`src/rtl/alu_pipe.sv`:
```
// alu_pipe: registered EX-stage ALU with valid/ready handshakes on both sides.
// Optional iterative shift-add multiplier (op 10) enabled by defining ALU_MUL_EN;
// without it op 10 is reported as an illegal single-cycle operation.
module alu_pipe #(
  parameter int unsigned WIDTH = 32,
  parameter int unsigned SHW   = $clog2(WIDTH)
) (
  input  logic             clk,
  input  logic             rst_n,
  input  logic             in_valid,
  output logic             in_ready,
  input  logic [WIDTH-1:0] a,
  input  logic [WIDTH-1:0] b,
  input  logic [3:0]       alu_op,
  output logic             out_valid,
  input  logic             out_ready,
  output logic [WIDTH-1:0] result,
  output logic             zero,
  output logic             carry,
  output logic             ovf,
  output logic             illegal
);

  typedef enum logic [3:0] {
    OP_ADD  = 4'd0,
    OP_SUB  = 4'd1,
    OP_AND  = 4'd2,
    OP_OR   = 4'd3,
    OP_XOR  = 4'd4,
    OP_SLL  = 4'd5,
    OP_SRL  = 4'd6,
    OP_SRA  = 4'd7,
    OP_SLT  = 4'd8,
    OP_SLTU = 4'd9,
    OP_MUL  = 4'd10
  } alu_op_e;

  // single-cycle datapath
  logic [WIDTH-1:0] alu_res;
  logic             alu_c;
  logic             alu_v;
  logic             alu_ill;
  logic [WIDTH:0]   add_ext;
  logic [WIDTH:0]   sub_ext;
  logic [SHW-1:0]   shamt;

  // output registers
  logic             out_valid_q, out_valid_d;
  logic [WIDTH-1:0] result_q, result_d;
  logic             zero_q, zero_d;
  logic             carry_q, carry_d;
  logic             ovf_q, ovf_d;
  logic             illegal_q, illegal_d;

  logic accept;
  logic handshake;

`ifdef ALU_MUL_EN
  typedef enum logic [1:0] {
    IDLE = 2'd0,
    MUL  = 2'd1,
    DONE = 2'd2
  } state_e;

  state_e           state_q, state_d;
  logic [WIDTH-1:0] mcand_q, mcand_d;
  logic [WIDTH-1:0] mplier_q, mplier_d;
  logic [WIDTH-1:0] acc_q, acc_d;
  logic [SHW-1:0]   cnt_q, cnt_d;
  logic [WIDTH-1:0] mul_sum;

  assign in_ready = (state_q == IDLE) && (!out_valid_q || out_ready);
`else
  assign in_ready = !out_valid_q || out_ready;
`endif

  assign accept    = in_valid && in_ready;
  assign handshake = out_valid_q && out_ready;
  assign shamt     = b[SHW-1:0];

  // Combinational result and flags for every single-cycle op code.
  always_comb begin
    add_ext = {1'b0, a} + {1'b0, b};
    sub_ext = {1'b0, a} - {1'b0, b};
    alu_res = '0;
    alu_c   = 1'b0;
    alu_v   = 1'b0;
    alu_ill = 1'b0;
    case (alu_op)
      OP_ADD: begin
        alu_res = add_ext[WIDTH-1:0];
        alu_c   = add_ext[WIDTH];
        alu_v   = (a[WIDTH-1] == b[WIDTH-1]) && (add_ext[WIDTH-1] != a[WIDTH-1]);
      end
      OP_SUB: begin
        alu_res = sub_ext[WIDTH-1:0];
        alu_c   = !sub_ext[WIDTH];
        alu_v   = (a[WIDTH-1] != b[WIDTH-1]) && (sub_ext[WIDTH-1] != a[WIDTH-1]);
      end
      OP_AND:  alu_res = a & b;
      OP_OR:   alu_res = a | b;
      OP_XOR:  alu_res = a ^ b;
      OP_SLL:  alu_res = a << shamt;
      OP_SRL:  alu_res = a >> shamt;
      OP_SRA:  alu_res = $unsigned($signed(a) >>> shamt);
      OP_SLT:  alu_res = WIDTH'($signed(a) < $signed(b));
      OP_SLTU: alu_res = WIDTH'(a < b);
      // op 10 lands here too; with the multiplier built it never reaches this path
      default: alu_ill = 1'b1;
    endcase
  end

  // Next-state logic: result registration, handshake bookkeeping, multiplier steps.
  always_comb begin
    out_valid_d = out_valid_q && !out_ready;
    result_d    = result_q;
    zero_d      = zero_q;
    carry_d     = carry_q;
    ovf_d       = ovf_q;
    illegal_d   = illegal_q;
`ifdef ALU_MUL_EN
    state_d  = state_q;
    mcand_d  = mcand_q;
    mplier_d = mplier_q;
    acc_d    = acc_q;
    cnt_d    = cnt_q;
    mul_sum  = acc_q + (mplier_q[0] ? mcand_q : '0);
    case (state_q)
      IDLE: begin
        if (accept) begin
          if (alu_op == OP_MUL) begin
            mcand_d  = a;
            mplier_d = b;
            acc_d    = '0;
            cnt_d    = '0;
            state_d  = MUL;
          end else begin
            result_d    = alu_res;
            zero_d      = (alu_res == '0);
            carry_d     = alu_c;
            ovf_d       = alu_v;
            illegal_d   = alu_ill;
            out_valid_d = 1'b1;
          end
        end
      end
      MUL: begin
        acc_d    = mul_sum;
        mcand_d  = mcand_q << 1;
        mplier_d = mplier_q >> 1;
        cnt_d    = cnt_q + 1'b1;
        if (cnt_q == SHW'(WIDTH - 1)) begin
          result_d    = mul_sum;
          zero_d      = (mul_sum == '0);
          carry_d     = 1'b0;
          ovf_d       = 1'b0;
          illegal_d   = 1'b0;
          out_valid_d = 1'b1;
          state_d     = DONE;
        end
      end
      DONE: begin
        if (handshake) begin
          state_d = IDLE;
        end
      end
      default: state_d = IDLE;
    endcase
`else
    if (accept) begin
      result_d    = alu_res;
      zero_d      = (alu_res == '0);
      carry_d     = alu_c;
      ovf_d       = alu_v;
      illegal_d   = alu_ill;
      out_valid_d = 1'b1;
    end
`endif
  end

  // Output and control registers.
  always_ff @(posedge clk or negedge rst_n) begin
    if (!rst_n) begin
      out_valid_q <= 1'b0;
      result_q    <= '0;
      zero_q      <= 1'b0;
      carry_q     <= 1'b0;
      ovf_q       <= 1'b0;
      illegal_q   <= 1'b0;
`ifdef ALU_MUL_EN
      state_q     <= IDLE;
      mcand_q     <= '0;
      mplier_q    <= '0;
      acc_q       <= '0;
      cnt_q       <= '0;
`endif
    end else begin
      out_valid_q <= out_valid_d;
      result_q    <= result_d;
      zero_q      <= zero_d;
      carry_q     <= carry_d;
      ovf_q       <= ovf_d;
      illegal_q   <= illegal_d;
`ifdef ALU_MUL_EN
      state_q     <= state_d;
      mcand_q     <= mcand_d;
      mplier_q    <= mplier_d;
      acc_q       <= acc_d;
      cnt_q       <= cnt_d;
`endif
    end
  end

  assign out_valid = out_valid_q;
  assign result    = result_q;
  assign zero      = zero_q;
  assign carry     = carry_q;
  assign ovf       = ovf_q;
  assign illegal   = illegal_q;

endmodule

```
`config.mk`:
```
export PLATFORM = sky130hd
export DESIGN_NAME = alu_pipe
export DESIGN_NICKNAME = d
export VERILOG_FILES = /design/src/rtl/alu_pipe.sv
export SDC_FILE = /design/constraint.sdc
export NUM_CORES = 1
export LEC_CHECK = 0
export CORE_ASPECT_RATIO = 2
export CORE_MARGIN = 4
export CORE_UTILIZATION = 50
export DETAILED_ROUTE_END_ITERATION = 7
export HOLD_SLACK_MARGIN = 0.05
export PLACE_DENSITY = 0.71
export SYNTH_ARGS = -nofsm -noshare
export SYNTH_HDL_FRONTEND = slang
export SYNTH_SLANG_ARGS = --single-unit
```
`constraint.sdc`:
```
create_clock -name clk -period 3.3 [get_ports clk]
set_input_delay 0.66 -clock clk [delete_from_list [all_inputs] [get_ports clk]]
set_output_delay 0.66 -clock clk [all_outputs]
set_load 0.05 [all_outputs]
```
==> results.md, run 1 <==
* Inserted Clock Buffers at 5
* Die Wd at 114.7 um
* Hold_buf cts at 0
* Maximum root-to-sink buffer count at 2
* # IOs at 110
* Status: stopped before the end
* Post-Syn Area at 0.01138 mm2
* Yosys top cell area share at 11.11%
* Largest area contributor in the netlist: ha_1
* Seq/Total Area, Yosys at 8.139%
* Clk sinks at 37
* Die height at 221.3 um
* Synth Flop Type: dfrtp_1
* Global-route wire length before repair at 156200 um
* Clock Tree Root: clkbuf_16
* # H-tree levels at 2
* Grt total ovfl at 618
* GRT Util Overall at 77.74%
* Largest net degree at the start of global routing at 49
* Cells after DPL at 2504
* Leading cell type by number of instances after synthesis: nand2_1
* Error msg: [ERROR GRT-0116] Global routing finished with congestion. Check the congestion regions in the DRC Viewer.
* Standard-cell rows at 77
* Synth top cells by count: nand2_1, nor2_1, a21oi_1
* Yosys reg bits at 37
* Hpwl dp at 54500 um
* Cells taking the most area after synthesis: ha_1, mux4_2, dfrtp_1
* EDFF count, synth at 0
* Post-DP Area at 0.01754 mm2
* Synth unique cells at 88
* Async S/R FF share, synth at 100.0%
* # port buffers at 109
* Vias in the first global route at 23070
* Mapped Nets at 1750
* Syn Area/Cell at 7.223 um2
* GP Congestion at 1.210
* Yosys warning total at 0
* Stop stage: global routing (5_1_grt)
* Cells after Synth at 1575
* Initial Utilization at 51.12%
* Setup WS pre-CTS at -1.748 ns
-- kinds of logic after synthesis --
kind of cell	Yosys count	synth area share, %
multiplexers	140	18.24
flip-flops	37	8.139
XOR/XNOR	15	1.155
AND/OR/NAND/NOR	577	24.36
adder cells (fa/ha/maj)	103	11.46
AO/OA/AOI/OAI	484	28.46
buffers and inverters	219	8.183
-- what timing repair did --
action / 4_1_cts
setup endpoints to repair: 27
resized for setup: 507
pin swaps: 140
setup buffers: 107
gates cloned: 2
-- stage by stage --
step	hold WS, ns	TNS (ns)	utilization, %
after floorplan	0.3644	-2.333	-
after CTS	0.4688	-2.769	89.94
after global placement	0.4509	-18.40	78.82
after detailed placement	0.4622	-20.51	78.82
-- per-layer routing --
metal,track usage (%),overflow
met1,74.13,11
met2,98.76,428
met3,58.45,12
met4,80.78,167
met5,22.02,0
==> run 2: changes to the inputs <==
- CORE_ASPECT_RATIO: 2 -> not set
- CORE_UTILIZATION: 50 -> 35
- HOLD_SLACK_MARGIN: 0.05 -> not set
- PLACE_DENSITY: 0.71 -> not set
- PLACE_DENSITY_LB_ADDON: not set -> 0.15
==> run 2 against run 1 <==
The flow now finishes, with violations (negative setup slack). Synthesized area unchanged. Synthesized cell count did not move.
==> results.md, run 2 <==
* Power Density at 245.8 mW/mm2
* Hold WC Path Type: primary input to asynchronous set/reset pin
* Final wirelength at 72040 um
* Worst VDD drop at 0.3406 mV
* Post-Syn Area at 0.01138 mm2
* Inserted Clock Buffers at 5
* Fmax at 251.6 MHz
* Commonest non-fill, non-tap cell in the layout: buf_4
* Area growth from synthesis to layout at 79.92%
* Design Area, Final at 0.02047 mm2
* Crit path from: b[0]
* Fill count at 2818
* Die Wd at 188.3 um
* Largest area contributor in the netlist: ha_1
* DR pass1 iterations at 6
* Setup-failing EPs final at 12
* Cells taking the most area after synthesis: ha_1, mux4_2, dfrtp_1
* Hpwl dp at 57540 um
* Die Area at 0.03545 mm2
* Final cell count without fillers at 2787
* Synth Flop Type: dfrtp_1
* CTS tree: done
* Final period utilization at 120.4%
* Vias in the first global route at 16020
* Worst Tran Pin Value at 0.7842 ns
* Setup WS post-layout at -0.6747 ns
* Clock Tree Root: clkbuf_16
* GP Congestion at 1.085
* Share of cells above drive strength 1 at 50.00%
* Critical Path Start Type: primary input
* CTS clk-pin slew, worst paths at 0.05 ns
* Vias per cell at 6.085
* Cells after DPL at 2668
* Post-DP Area at 0.01770 mm2
* Clk sinks at 37
* Post-DRT Antenna Nets at 0
* Pwr Total at 5.031 mW
* Initial Utilization at 35.77%
* Maximum root-to-sink buffer count at 2
* Mapped Nets at 1750
* CP arrival at 4.20 ns
* # port buffers at 109
* GRT Util Overall at 37.94%
* Synth top cells by count: nand2_1, nor2_1, a21oi_1
* Cells after Synth at 1575
* Largest net degree at the start of global routing at 49
* Worst Skew at 0.005930 ns
* Async S/R FF share, synth at 100.0%
* Max reg flops at 32
* # nets final at 2526
* Worst skew pair latency at 0.28 ns
* Seq/Total Area, Yosys at 8.139%
* Max-cap viol count at 0
* Syn Area/Cell at 7.223 um2
* Standard-cell rows at 65
* Yosys top cell area share at 11.11%
* Crit Reg-Reg Startpoint: out_valid$_DFF_PN0_
* Yosys warning total at 0
* Core Area at 0.03180 mm2
* Global-route wire length before repair at 102900 um
* Average routed wire per standard cell at 25.85 um
* Critical path class: primary input to flip-flop
* # IOs at 110
* Tmin final at 3.975 ns
* Die height at 188.3 um
* ANT cells at 0
* DR vias at 16960
* EDFF count, synth at 0
* Hold_buf cts at 0
* # H-tree levels at 2
* Rel. slew slack at 47.72%
* Initial antenna violation count at 0
* Final number of max-transition violations at 0
* Required time of the worst setup path at 3.52 ns
* DRT iter0 DRCs at 2131
* R2R Setup Slk at 0.27 ns
* Grt total ovfl at 0
* Leading cell type by number of instances after synthesis: nand2_1
* Synth unique cells at 88
* Commonest cells after routing, fill and taps aside: buf_4, nand2_1, nor2_1, a21oi_1, ha_1
* Failing checks: negative setup slack
* CP max FO at 12
* Final Hold Fails at 0
* DRC errors left at 0
* Static leakage at 9.192 nW
* Yosys reg bits at 37
* Crit. End Element: flip-flop
* RSZ-0062 raised after global routing: yes
* Post-layout utilization of the core at 64.36%
* Status: finished, violations left
## run 2: repair_timing
| action | CTS | global route |
|---|---|---|
| gates cloned | 2 | 2 |
| pin swaps | 117 | 96 |
| gates resized for setup | 362 | 231 |
| endpoints found under the setup margin | 28 | 22 |
| setup buffers | 84 | 51 |
## run 2: final timing paths
kind | endpoint | cells after the start
setup / recovery | zero$_DFFE_PN0P_ | 16
hold reg to reg | result[17]$_DFFE_PN0P_ | 2
max in group asynchronous | result[24]$_DFFE_PN0P_ | 1
min in group clk | result[17]$_DFFE_PN0P_ | 2
setup reg to reg | zero$_DFFE_PN0P_ | 11
hold / removal | result[1]$_DFFE_PN0P_ | 1
## run 2: per-stage QoR
step	hold WS, ns	worst slack [ns]	TNS (ns)
2_1_floorplan	0.3644	-0.6732	-2.333
3_3_place_gp	0.4582	-1.660	-22.44
3_5_place_dp	0.4606	-1.622	-23.22
4_1_cts	0.4735	-0.5582	-3.393
5_1_grt	0.4897	-0.7734	-3.660
6_report	0.4559	-0.6747	-2.945
## run 2: worst max-delay path, stage by stage
cell and delay (ns):
buf_16 0.10, buf_12 0.11, buf_12 0.13, buf_12 0.15, mux2_2 0.37, o211ai_1 0.20, a21oi_1 0.18, a221oi_1 0.36
buf_4 0.18, nand3_2 0.11, a221oi_2 0.28, nand2_1 0.12, or4_4 0.56, nor4_4 0.30, and4b_1 0.22, a41o_1 0.16
## run 2: area by class of cell
type                    instances  area, um2  share of cell area, %
clock buffers                   7      152.6                 0.7458
clock inverters                 1      5.005                0.02445
inverters                      98      407.9                  1.993
multi-input cells            1319      11160                  54.54
flip-flops and latches         37      925.9                  4.524
well taps                     435      544.3                  2.659
repair buffers                890       7268                  35.51
## run 2: kinds of logic (layout without fill, tap and decap cells)
kind of cell    count (synthesis)  in the layout  synth area share (%)
fa+ha+maj                     103            103                 11.46
buf+inv                       219            996                 8.183
simple gates                  577            577                 24.36
xor+xnor                       15             15                 1.155
mux                           140            140                 18.24
flops                          37             37                 8.139
compound gates                484            484                 28.46
## run 2: where the power goes
group / switching (mW) / internal [mW]
registers: 0.0381 / 0.529
clock network: 0.175 / 0.319
logic: 2.14 / 1.82
## run 2: per-layer routing
layer  track usage [%]  wire, um  vias to the layer above
met4             16.60      4382                        0
met5                 0         0                        -
met2             60.81     32040                     1068
li1                  -         -                     7463
met3             5.743      6686                      247
met1             50.76     28930                     8180
Power figures use the tool's default switching activity.
==> run 3: changes to the inputs <==
- CORE_UTILIZATION: 35 -> 50
==> run 3 against run 2 <==
The flow now stops in global routing (5_1_grt). Synthesized area stayed put. Synthesized cell count stayed put.
==> results.md, run 3 <==
* Status: stopped before the end
* Stop stage: global routing (5_1_grt)
* Error msg: [ERROR GRT-0232] Routing congestion too high. Check the congestion heatmap in the GUI.
* Largest area contributor in the netlist: ha_1
* Synth Flop Type: dfrtp_1
* Post-Syn Area at 0.01138 mm2
* Seq/Total Area, Yosys at 8.139%
* Hold_buf cts at 0
* Async S/R FF share, synth at 100.0%
* Syn Area/Cell at 7.223 um2
* GRT Util Overall at 72.45%
* Die height at 158.8 um
* # port buffers at 109
* Die Wd at 158.8 um
* Worst EP Category: sequential cell input
* Yosys warning total at 0
* Inserted Clock Buffers at 5
* # H-tree levels at 2
* Synth top cells by count: nand2_1, nor2_1, a21oi_1
* EDFF count, synth at 0
* Leading cell type by number of instances after synthesis: nand2_1
* Clock Tree Root: clkbuf_16
* Yosys top cell area share at 11.11%
* Mapped Nets at 1750
* Cells after Synth at 1575
* Hpwl dp at 50620 um
* Largest net degree at the start of global routing at 49
* # IOs at 110
* Synth unique cells at 88
* Maximum root-to-sink buffer count at 2
* Standard-cell rows at 54
* Worst endpoint after global-route timing repair: zero$_DFFE_PN0P_/D
* Cells taking the most area after synthesis: ha_1, mux4_2, dfrtp_1
* GP Congestion at 1.189
* Initial Utilization at 51.49%
* Yosys reg bits at 37
* Clk sinks at 37
* Grt total ovfl at 190
==> run 3: cell counts after synthesis <==
Identical to the previous run, type by type.
==> run 3: kinds of logic after synthesis <==
kind of cell / share of synthesized area, %
AOI/OAI and AO/OA: 28.46
DFF: 8.139
adders and majority gates: 11.46
buffers and inverters: 8.183
xor gates and xnor gates: 1.155
and+or+nand+nor: 24.36
muxes: 18.24
==> run 3: per-layer routing <==
metal	overflow	GRT usage [%]
met1	5	71.98
met2	109	91.41
met3	4	54.20
met4	72	75.70
met5	0	11.74
==> run 3: what timing repair did <==
| item | 4_1_cts |
|---|---|
| pin swaps | 128 |
| gates cloned | 2 |
| resized for setup | 484 |
| setup buffers | 79 |
| endpoints found under the setup margin | 26 |
==> run 3: metrics by stage <==
step	TNS, ns	cells	instance area [um2]	worst slack [ns]
after global placement	-19.03	2494	17450	-1.479
after floorplan	-2.333	1575	11630	-0.6732
after detailed placement	-21.00	2494	17450	-1.503
after CTS	-1.792	2582	19550	-0.4645
